## src/rtl/proximity_debounce.sv

```systemverilog
// -----------------------------------------------------------------------------
// proximity_debounce
//
// Conditioning stage for the IR proximity sensor pin, placed in front of the
// proximity_sensor reader. The asynchronous pin is brought into the clk domain
// through a two-flop synchroniser. A stable-time filter then accepts a level
// change only after the synchronised level has held for DB_CYCLES clocks. The
// block produces a clean level and one-cycle rise/fall event pulses.
//
// Optional feature (compile-time macro PROX_EVENT_COUNT_EN):
//   defined   : count tracks accepted rise events (wraps modulo 2^CNT_W),
//               clr_count clears it synchronously.
//   undefined : no counter logic, count is tied to 0 and clr_count is unused.
//
// Parameters
//   CLK_HZ       system clock frequency in Hz
//   DEBOUNCE_MS  stable time in ms required before a level change is accepted
//   CNT_W        event counter width
//   DB_CYCLES = CLK_HZ/1000*DEBOUNCE_MS must be >= 1.
//
// Ports
//   clk        in   1      system clock, all logic on posedge
//   rst_n      in   1      asynchronous active-low reset
//   pin        in   1      raw sensor pin (async to clk), 1 = object present
//   enable     in   1      1 = filter runs, 0 = idle with outputs low
//   clr_count  in   1      synchronous clear of the event counter
//   value      out  1      debounced level
//   rise       out  1      one-cycle pulse on value 0->1
//   fall       out  1      one-cycle pulse on value 1->0
//   count      out  CNT_W  number of accepted rise events
// -----------------------------------------------------------------------------
module proximity_debounce #(
    parameter int CLK_HZ      = 12_000_000,
    parameter int DEBOUNCE_MS = 5,
    parameter int CNT_W       = 16
) (
    input  logic             clk,
    input  logic             rst_n,
    input  logic             pin,
    input  logic             enable,
    input  logic             clr_count,
    output logic             value,
    output logic             rise,
    output logic             fall,
    output logic [CNT_W-1:0] count
);

    localparam int DB_CYCLES = CLK_HZ / 1000 * DEBOUNCE_MS;
    localparam int TIMER_W   = $clog2(DB_CYCLES + 1);
    localparam logic [TIMER_W-1:0] TIMER_LAST = TIMER_W'(DB_CYCLES - 1);

    typedef enum logic [2:0] {
        IDLE   = 3'd0,
        CLEAR  = 3'd1,
        ARM_HI = 3'd2,
        DETECT = 3'd3,
        ARM_LO = 3'd4
    } state_t;

    state_t               state;
    state_t               state_nx;
    logic [TIMER_W-1:0]   timer;
    logic [TIMER_W-1:0]   timer_nx;
    logic                 value_nx;
    logic                 rise_nx;
    logic                 fall_nx;

    logic                 s1;
    logic                 s;

    // --- synchroniser: pin -> s1 -> s ---
    always_ff @(posedge clk or negedge rst_n) begin
        if (!rst_n) begin
            s1 <= 1'b0;
            s  <= 1'b0;
        end else begin
            s1 <= pin;
            s  <= s1;
        end
    end

    // --- filter state register; outputs are registered so pulses are glitch-free ---
    always_ff @(posedge clk or negedge rst_n) begin
        if (!rst_n) begin
            state <= IDLE;
            timer <= '0;
            value <= 1'b0;
            rise  <= 1'b0;
            fall  <= 1'b0;
        end else begin
            state <= state_nx;
            timer <= timer_nx;
            value <= value_nx;
            rise  <= rise_nx;
            fall  <= fall_nx;
        end
    end

    always_comb begin
        state_nx = state;
        timer_nx = timer;
        value_nx = value;
        rise_nx  = 1'b0;
        fall_nx  = 1'b0;

        // Dropping enable abandons any debounce in progress silently: the
        // level is forced low without a fall event.
        if (!enable) begin
            state_nx = IDLE;
            timer_nx = '0;
            value_nx = 1'b0;
        end else begin
            case (state)
                IDLE: begin
                    state_nx = CLEAR;
                    timer_nx = '0;
                    value_nx = 1'b0;
                end

                CLEAR: begin
                    value_nx = 1'b0;
                    if (s) begin
                        state_nx = ARM_HI;
                        timer_nx = '0;
                    end
                end

                ARM_HI: begin
                    if (!s) begin
                        state_nx = CLEAR;
                        timer_nx = '0;
                    end else if (timer == TIMER_LAST) begin
                        state_nx = DETECT;
                        timer_nx = '0;
                        value_nx = 1'b1;
                        rise_nx  = 1'b1;
                    end else begin
                        timer_nx = timer + TIMER_W'(1);
                    end
                end

                DETECT: begin
                    value_nx = 1'b1;
                    if (!s) begin
                        state_nx = ARM_LO;
                        timer_nx = '0;
                    end
                end

                ARM_LO: begin
                    if (s) begin
                        state_nx = DETECT;
                        timer_nx = '0;
                    end else if (timer == TIMER_LAST) begin
                        state_nx = CLEAR;
                        timer_nx = '0;
                        value_nx = 1'b0;
                        fall_nx  = 1'b1;
                    end else begin
                        timer_nx = timer + TIMER_W'(1);
                    end
                end

                default: begin
                    state_nx = IDLE;
                    timer_nx = '0;
                    value_nx = 1'b0;
                end
            endcase
        end
    end

`ifdef PROX_EVENT_COUNT_EN
    // --- event counter: follows the registered rise pulse one clock later ---
    // A clear coinciding with a rise pulse still records that event.
    always_ff @(posedge clk or negedge rst_n) begin
        if (!rst_n) begin
            count <= '0;
        end else if (clr_count) begin
            count <= CNT_W'(rise);
        end else begin
            count <= count + CNT_W'(rise);
        end
    end
`else
    logic unused_clr_count;
    assign unused_clr_count = clr_count;
    assign count            = '0;
`endif

endmodule
```

## config.mk

```make
export PLATFORM = sky130hd
export DESIGN_NAME = proximity_debounce
export DESIGN_NICKNAME = d
export VERILOG_FILES = /design/src/rtl/proximity_debounce.sv
export SDC_FILE = /design/constraint.sdc
export NUM_CORES = 1
export LEC_CHECK = 0
export ABC_AREA = 1
export BUFFER_PORTS_ARGS = -buffer_cell sky130_fd_sc_hd__buf_2
export CORE_MARGIN = 2
export CORE_UTILIZATION = 57
export CTS_BUF_LIST = sky130_fd_sc_hd__clkbuf_8 sky130_fd_sc_hd__clkbuf_16
export CTS_CLUSTER_SIZE = 16
export DETAILED_ROUTE_END_ITERATION = 8
export PLACE_DENSITY = 0.8
export SYNTH_ARGS = -nofsm -noshare
export SYNTH_HDL_FRONTEND = slang
export SYNTH_SLANG_ARGS = --single-unit
```

## constraint.sdc

```tcl
create_clock -name clk -period 2.4 [get_ports clk]
set_input_delay 0.6 -clock clk [delete_from_list [all_inputs] [get_ports clk]]
set_output_delay 0.6 -clock clk [all_outputs]
set_load 0.02 [all_outputs]
```

==> results of run 1 <==
[placed cells by master, fill, tap and decap left out]
cell type and count:
nor2_4 1, o21bai_1 3, o21ai_0 1, nand3_2 2, buf_2 6, nand2_2 5, o22ai_1 1, clkbuf_8 3
a22oi_1 1, nand2_1 71, nor3_1 2, inv_2 3, inv_1 27, nand3_1 25, nor2_1 40, or2_0 1
a21oi_1 5, dfrtp_1 24, conb_1 16, nor2_2 4, xnor2_1 1, ha_1 1, nand4_1 4, o21ai_1 3
nor4_1 1
[worst max-delay path: cells and delay by family]
| family | cells | cell delay [ns] |
|---|---|---|
| and+or+nand+nor | 5 | 0.55 |
| buffers and inverters | 4 | 0.66 |
[logic make-up (layout without fill, tap and decap cells)]
| family | count (synthesis) | in the layout | synth area share |
|---|---|---|---|
| other | 1 | 16 | 0.00229 |
| AO/OA/AOI/OAI | 14 | 14 | 0.0497 |
| AND/OR/NAND/NOR | 156 | 156 | 0.413 |
| buffers and inverters | 49 | 39 | 0.155 |
| adder cells (fa/ha/maj) | 1 | 1 | 0.00764 |
| XOR/XNOR | 1 | 1 | 0.00535 |
| flip-flops | 24 | 24 | 0.367 |
[per-stage QoR]
stage | total power, W | std cells | cell area (sq um) | setup WS, ns | hold WS (ns)
2_1_floorplan | 0.000570 | 261 | 1690 | 0.963 | 0.304
3_3_place_gp | 0.000579 | 279 | 1620 | 0.492 | 0.332
3_5_place_dp | 0.000581 | 279 | 1620 | 0.480 | 0.348
4_1_cts | 0.000814 | 282 | 1660 | 0.753 | 0.325
5_1_grt | 0.000855 | 282 | 1660 | 0.594 | 0.339
6_report | 0.000811 | 282 | 1660 | 0.730 | 0.298
[flip-flops by register name (all words and copies together), names as in the netlist]
signal,flops
timer,16
rise,1
fall,1
value,1
s,1
s1,1
state,3
[cell usage after synthesis (2+ instances only)]
library cell and number:
nor3_1 2, nand3_2 2, inv_1 27, nor2_1 40
inv_2 3, o21ai_1 3, nand4_1 4, o21bai_1 3
dfrtp_1 24, nor2_2 4, buf_4 16, nand2_2 5
nand3_1 25, a21oi_1 5, nand2_1 71
[worst min-delay path by stage]
| stage | startpoint | slack [ns] | depth (start not counted) | to |
|---|---|---|---|---|
| 4_1_cts | rst_n | 0.32 | 1 | timer[10] |
| 2_1_floorplan | rst_n | 0.30 | 0 | fall |
| 5_1_grt | rst_n | 0.34 | 1 | timer[10] |
| 3_3_place_gp | s1 | 0.33 | 0 | s |
| 3_5_place_dp | s1 | 0.35 | 0 | s |
| 6_report | rst_n | 0.30 | 1 | timer[10] |
[power by group through the flow]
stage               Sequential, W  Clock (W)  Combinational [W]
finish                   0.000436   0.000237           0.000138
global route             0.000439   0.000259           0.000157
CTS                      0.000436   0.000240           0.000138
detailed placement       0.000444          0           0.000137
global placement         0.000443          0           0.000136
floorplan                0.000444          0           0.000126
[layer usage]
| layer | part of all wire | global-route usage |
|---|---|---|
| met3 | 0.054 | 0.0227 |
| met5 | 0 | 0 |
| met1 | 0.48 | 0.321 |
| met4 | 0.015 | 0.0864 |
| met2 | 0.45 | 0.346 |
[layout make-up]
type | count | area (sq um)
fill | 257 | 1070
multi-input combinational | 188 | 840
sequential | 24 | 601
inverter | 30 | 113
clock buffer | 3 | 41.3
tap | 31 | 38.8
timing repair buffer | 6 | 30.0
==> metrics.txt, run 1 <==
outcome finished, final reports clean; I/O Buffers 6; Slowest-stage cell, CP inv_2; core box area about 2700 sq um; cts repair resizes 0; Reg2Reg Capture Point timer[6]; arrival time at the worst endpoint ~1.8 ns; first-pass GRT wire length 5780 um; setup violators final 0; syn avg cell area 6.66 sq um; clk_skew 0.00116 ns; DR vias/cell about 5.2; Final Core Density 0.608; htree depth 1; Worst R2R Path Depth 8; Via Count 1456; ant diodes 0; Final period util 0.696; CTS tree built; slowest stage delay, CP 0.30 ns; RSZ-0062 raised after global routing no; register share of total power 0.538; Routed WL 3330 um; top cells by area, synth dfrtp_1, nand2_1, nor2_1; CP max FO 17; WL/cell 11.8 um; share of layout cells above drive strength 1 0.0956; die height 57.6 um; Cell Area, Synth between 1500 and 2000 sq um; Yosys cell types 27; largest net degree at the start of global routing 25; crit path launch type input port; Synth async-reset ratio 1.00; critical path type in -> reg; post-CTS setup buffers 0; later-pin clock latency in the skew report 0.26 ns; CTS Sinks 24; clock root cell clkbuf_8; Pwr Density 488 nW/um^2; starting density of the core 0.599; actual slew at the worst max-slew pin 0.516 ns; DR pass1 iterations 4; Tmin final between 1.5 and 2 ns; Critical Path RT 2.56 ns; post-cts hold buffer count 0; Max-slew headroom 0.656; vias in the first global route 1306; Worst-path clk slew 0.08 ns; Yosys top cell area share 0.367; total leakage power 0.833 nW; First DRT Iteration DRCs 66; # nets final 259; total grt overflow 0; final hold viol count 0; sequential share of the synthesized area 0.367; initial antenna violation count 0; crit end category flop; total CTS buffers 3; part of the power in the clock network 0.292; Int Power 0.000564 W; P&R area growth vs syn 1.53%; synth warn 0; most common flop cell mapped by yosys dfrtp_1; #FFs+latches synth 24; crit path to timer[6]; Synth area leader dfrtp_1; Post-route DRC 0; Longest Clk Path Bufs 2; MaxCap Viol Count 0; Comb power frac 0.170; total negative slack 0 ns; NetSw 0.000248 W; Post-DRT Antenna Nets 0; post-DP HPWL 2440 um; Worst setup startpoint enable; most used cell, CP nand2_2; Std-Cell Rows 19; CP Cell Sequence buf_2 -> nand2_1 -> inv_1 -> nand2_2 -> nand2_2 -> inv_2 -> nand2_2 -> inv_2 -> nor2_1; Switching Share 0.305; Post-synth EDFFs 0; GRT Resource Usage Total 0.223; placer congestion estimate 0.903; Die ar. 3320 sq um; R2R setup slack 0.75 ns; max-slew violation count 0; RR Startpoint s; I/O pins 24; Mapped Cells 246; Hold WC Path Type in -> async; worst vdd ir 0.466 mV; Max Freq around 600 MHz; die width just under 60 um
(Power assumes the default switching activity.)
==> inputs of run 2 (changes only) <==
Settings changed: CORE_UTILIZATION 57 to 51, PLACE_DENSITY 0.8 to 0.75.
Clock period 2.4 ns to 1.4 ns, I/O delays scaled along.
==> run 2 against run 1 <==
Net effect: the run now ends with setup timing left; hold slack worse by 0.24 ns; combinational power rose to 3.0 times the previous value; final area up 32%; total power up 96%; sequential power up 75%; routed wire length up 32%; count of clock-buffer cells in the layout unchanged; non-clock buffer count up 40; flip-flop and latch count unchanged; cell count up 19%.
==> metrics.txt, run 2 (synthesis gave the netlist of run 1 again) <==
outcome finished with violations; failing checks setup timing; CTS Sinks 24; First DRT Iteration DRCs 144; Final Core Density 0.719; post-DP HPWL approximately 2900 um; total leakage power 1.10 nW; post-route cell area 2190 sq um; multi-input logic area between 1000 and 1500 sq um; total CTS buffers 3; Final period util 1.03; GRT Resource Usage Total 0.228; Max-slew headroom 0.635; MaxCap Viol Count 0; initial antenna violation count 0; total grt overflow 0; Critical Path RT 1.57 ns; share of layout cells above drive strength 1 0.351; WL/cell 13.1 um; Std-Cell Rows 20; biggest regs timer: 16 flops, state: 3 flops; ant diodes 0; core box area 3050 sq um; die height 60.7 um; register share of total power 0.481; placer congestion estimate between 0.9 and 1; worst vdd ir 0.509 mV; slowest stage delay, CP 0.48 ns; actual slew at the worst max-slew pin 0.547 ns; Via Count 1699; total negative slack -0.0750 ns; Pwr Density approximately 720 nW/um^2; arrival time at the worst endpoint 1.62 ns; DR vias/cell 5.07; Filler Cells Inserted 248; htree depth 1; starting density of the core 0.536; Int Power 0.00108 W; clk_skew 0.00474 ns; I/O pins 24; # nets final about 300; CP Cell Sequence nand2_2 -> nor2_2 -> nand2_2 -> nand2_4 -> buf_8 -> nor2_2 -> or2_0 -> inv_1 -> nor2_1; post-cts hold buffer count 0; Switching Share 0.323; later-pin clock latency in the skew report 0.27 ns; Max Freq 692 MHz; Tmin final 1.45 ns; largest net degree at the start of global routing 25; Post-route DRC 0; Routed WL 4390 um; die width 60.7 um; Comb power frac 0.258; NetSw approximately 0.0005 W; most common cell after layout, fill and taps aside nand2_1; Hold WC Path Type in -> async; RSZ-0062 raised after global routing yes; part of the power in the clock network 0.261; dpl ws -0.107 ns; commonest cells after routing, fill and taps aside nand2_1, buf_4, nor2_1; Die ar. 3680 sq um; first-pass GRT wire length between 6000 and 7000 um; DR pass1 iterations 4; clock root cell clkbuf_8; Seq. cell area 606 sq um; Largest Register timer; crit end category flop; placed inst area 1910 sq um; Post-DRT Antenna Nets 0; Worst-path clk slew 0.09 ns; Slowest-stage cell, CP dfrtp_2; final hold viol count 0; critical path type reg -> reg; setup violators final 4; Longest Clk Path Bufs 2; max reg flops 16; I/O Buffers 6; vias in the first global route about 1500; CTS tree built; CP max FO 8; P&R area growth vs syn 34.0%; crit path launch type flop; Final Worst Setup Slack -0.0459 ns; max-slew violation count 0
[run 2: cell count changes in the layout (fill, tap and decap cells not counted), moves of 4 or more]
cell	before	now
nand3_1	25	19
nand2_4	0	6
nor2_1	40	28
buf_4	0	33
nand3_2	2	8
dfrtp_2	0	4
nor2_4	1	8
nor2_2	4	9
nand2_1	71	63
dfrtp_1	24	20
buf_6	0	5
[run 2: cell type report]
cell class | instances | area share
Multi-Input combinational cell | 188 | 0.457
Clock buffer | 3 | 0.0188
Tap cell | 44 | 0.0251
Inverter | 30 | 0.0547
Timing Repair Buffer | 46 | 0.168
Sequential cell | 24 | 0.276
[run 2: worst paths after layout]
path | startpoint | end | slack [ns] | cells past startpoint
min reg2reg | s1 | s | 0.35 | 0
max reg2reg | state[1] | timer[5] | -0.05 | 9
max | state[1] | timer[5] | -0.05 | 9
max in group asynchronous | rst_n | state[2] | 0.95 | 1
min in group clk | pin | s1 | 0.19 | 1
min | rst_n | timer[11] | 0.06 | 1
[run 2: power groups by stage]
stage	combinational, W	clock [W]	sequential [W]
floorplan	0.000216	0	0.000761
global placement	0.000315	0	0.000757
finish	0.000411	0.000416	0.000764
global route	0.000448	0.000445	0.000767
CTS	0.000336	0.000419	0.000749
detailed placement	0.000320	0	0.000759
[run 2: per-stage QoR]
step           hold slack (ns)  cells  power (W)
2_1_floorplan           0.0544    261   0.000978
3_3_place_gp             0.333    327    0.00107
3_5_place_dp             0.337    327    0.00108
4_1_cts                 0.0783    331    0.00150
5_1_grt                 0.0956    335    0.00166
6_report                0.0565    335    0.00159
[run 2: layer usage]
layer | routed length [um] | GRT usage
met3 | 322 | 0.0405
met4 | 117 | 0.0839
met1 | 1820 | 0.337
met5 | 0 | 0
met2 | 2120 | 0.333
[run 2: critical path, delay by kind of cell (launching register included)]
kind | cells | cell delay (ns)
DFF | 1 | 0.48
and+or+nand+nor | 7 | 0.69
buffers and inverters | 2 | 0.20
[run 2: repair_timing]
action | 4_1_cts | 5_1_grt
pin swaps | 4 | 14
endpoints found under the setup margin | 15 | 21
endpoints found under the hold margin | 0 | 0
buffers inserted | 1 | 4
resized for setup | 17 | 44
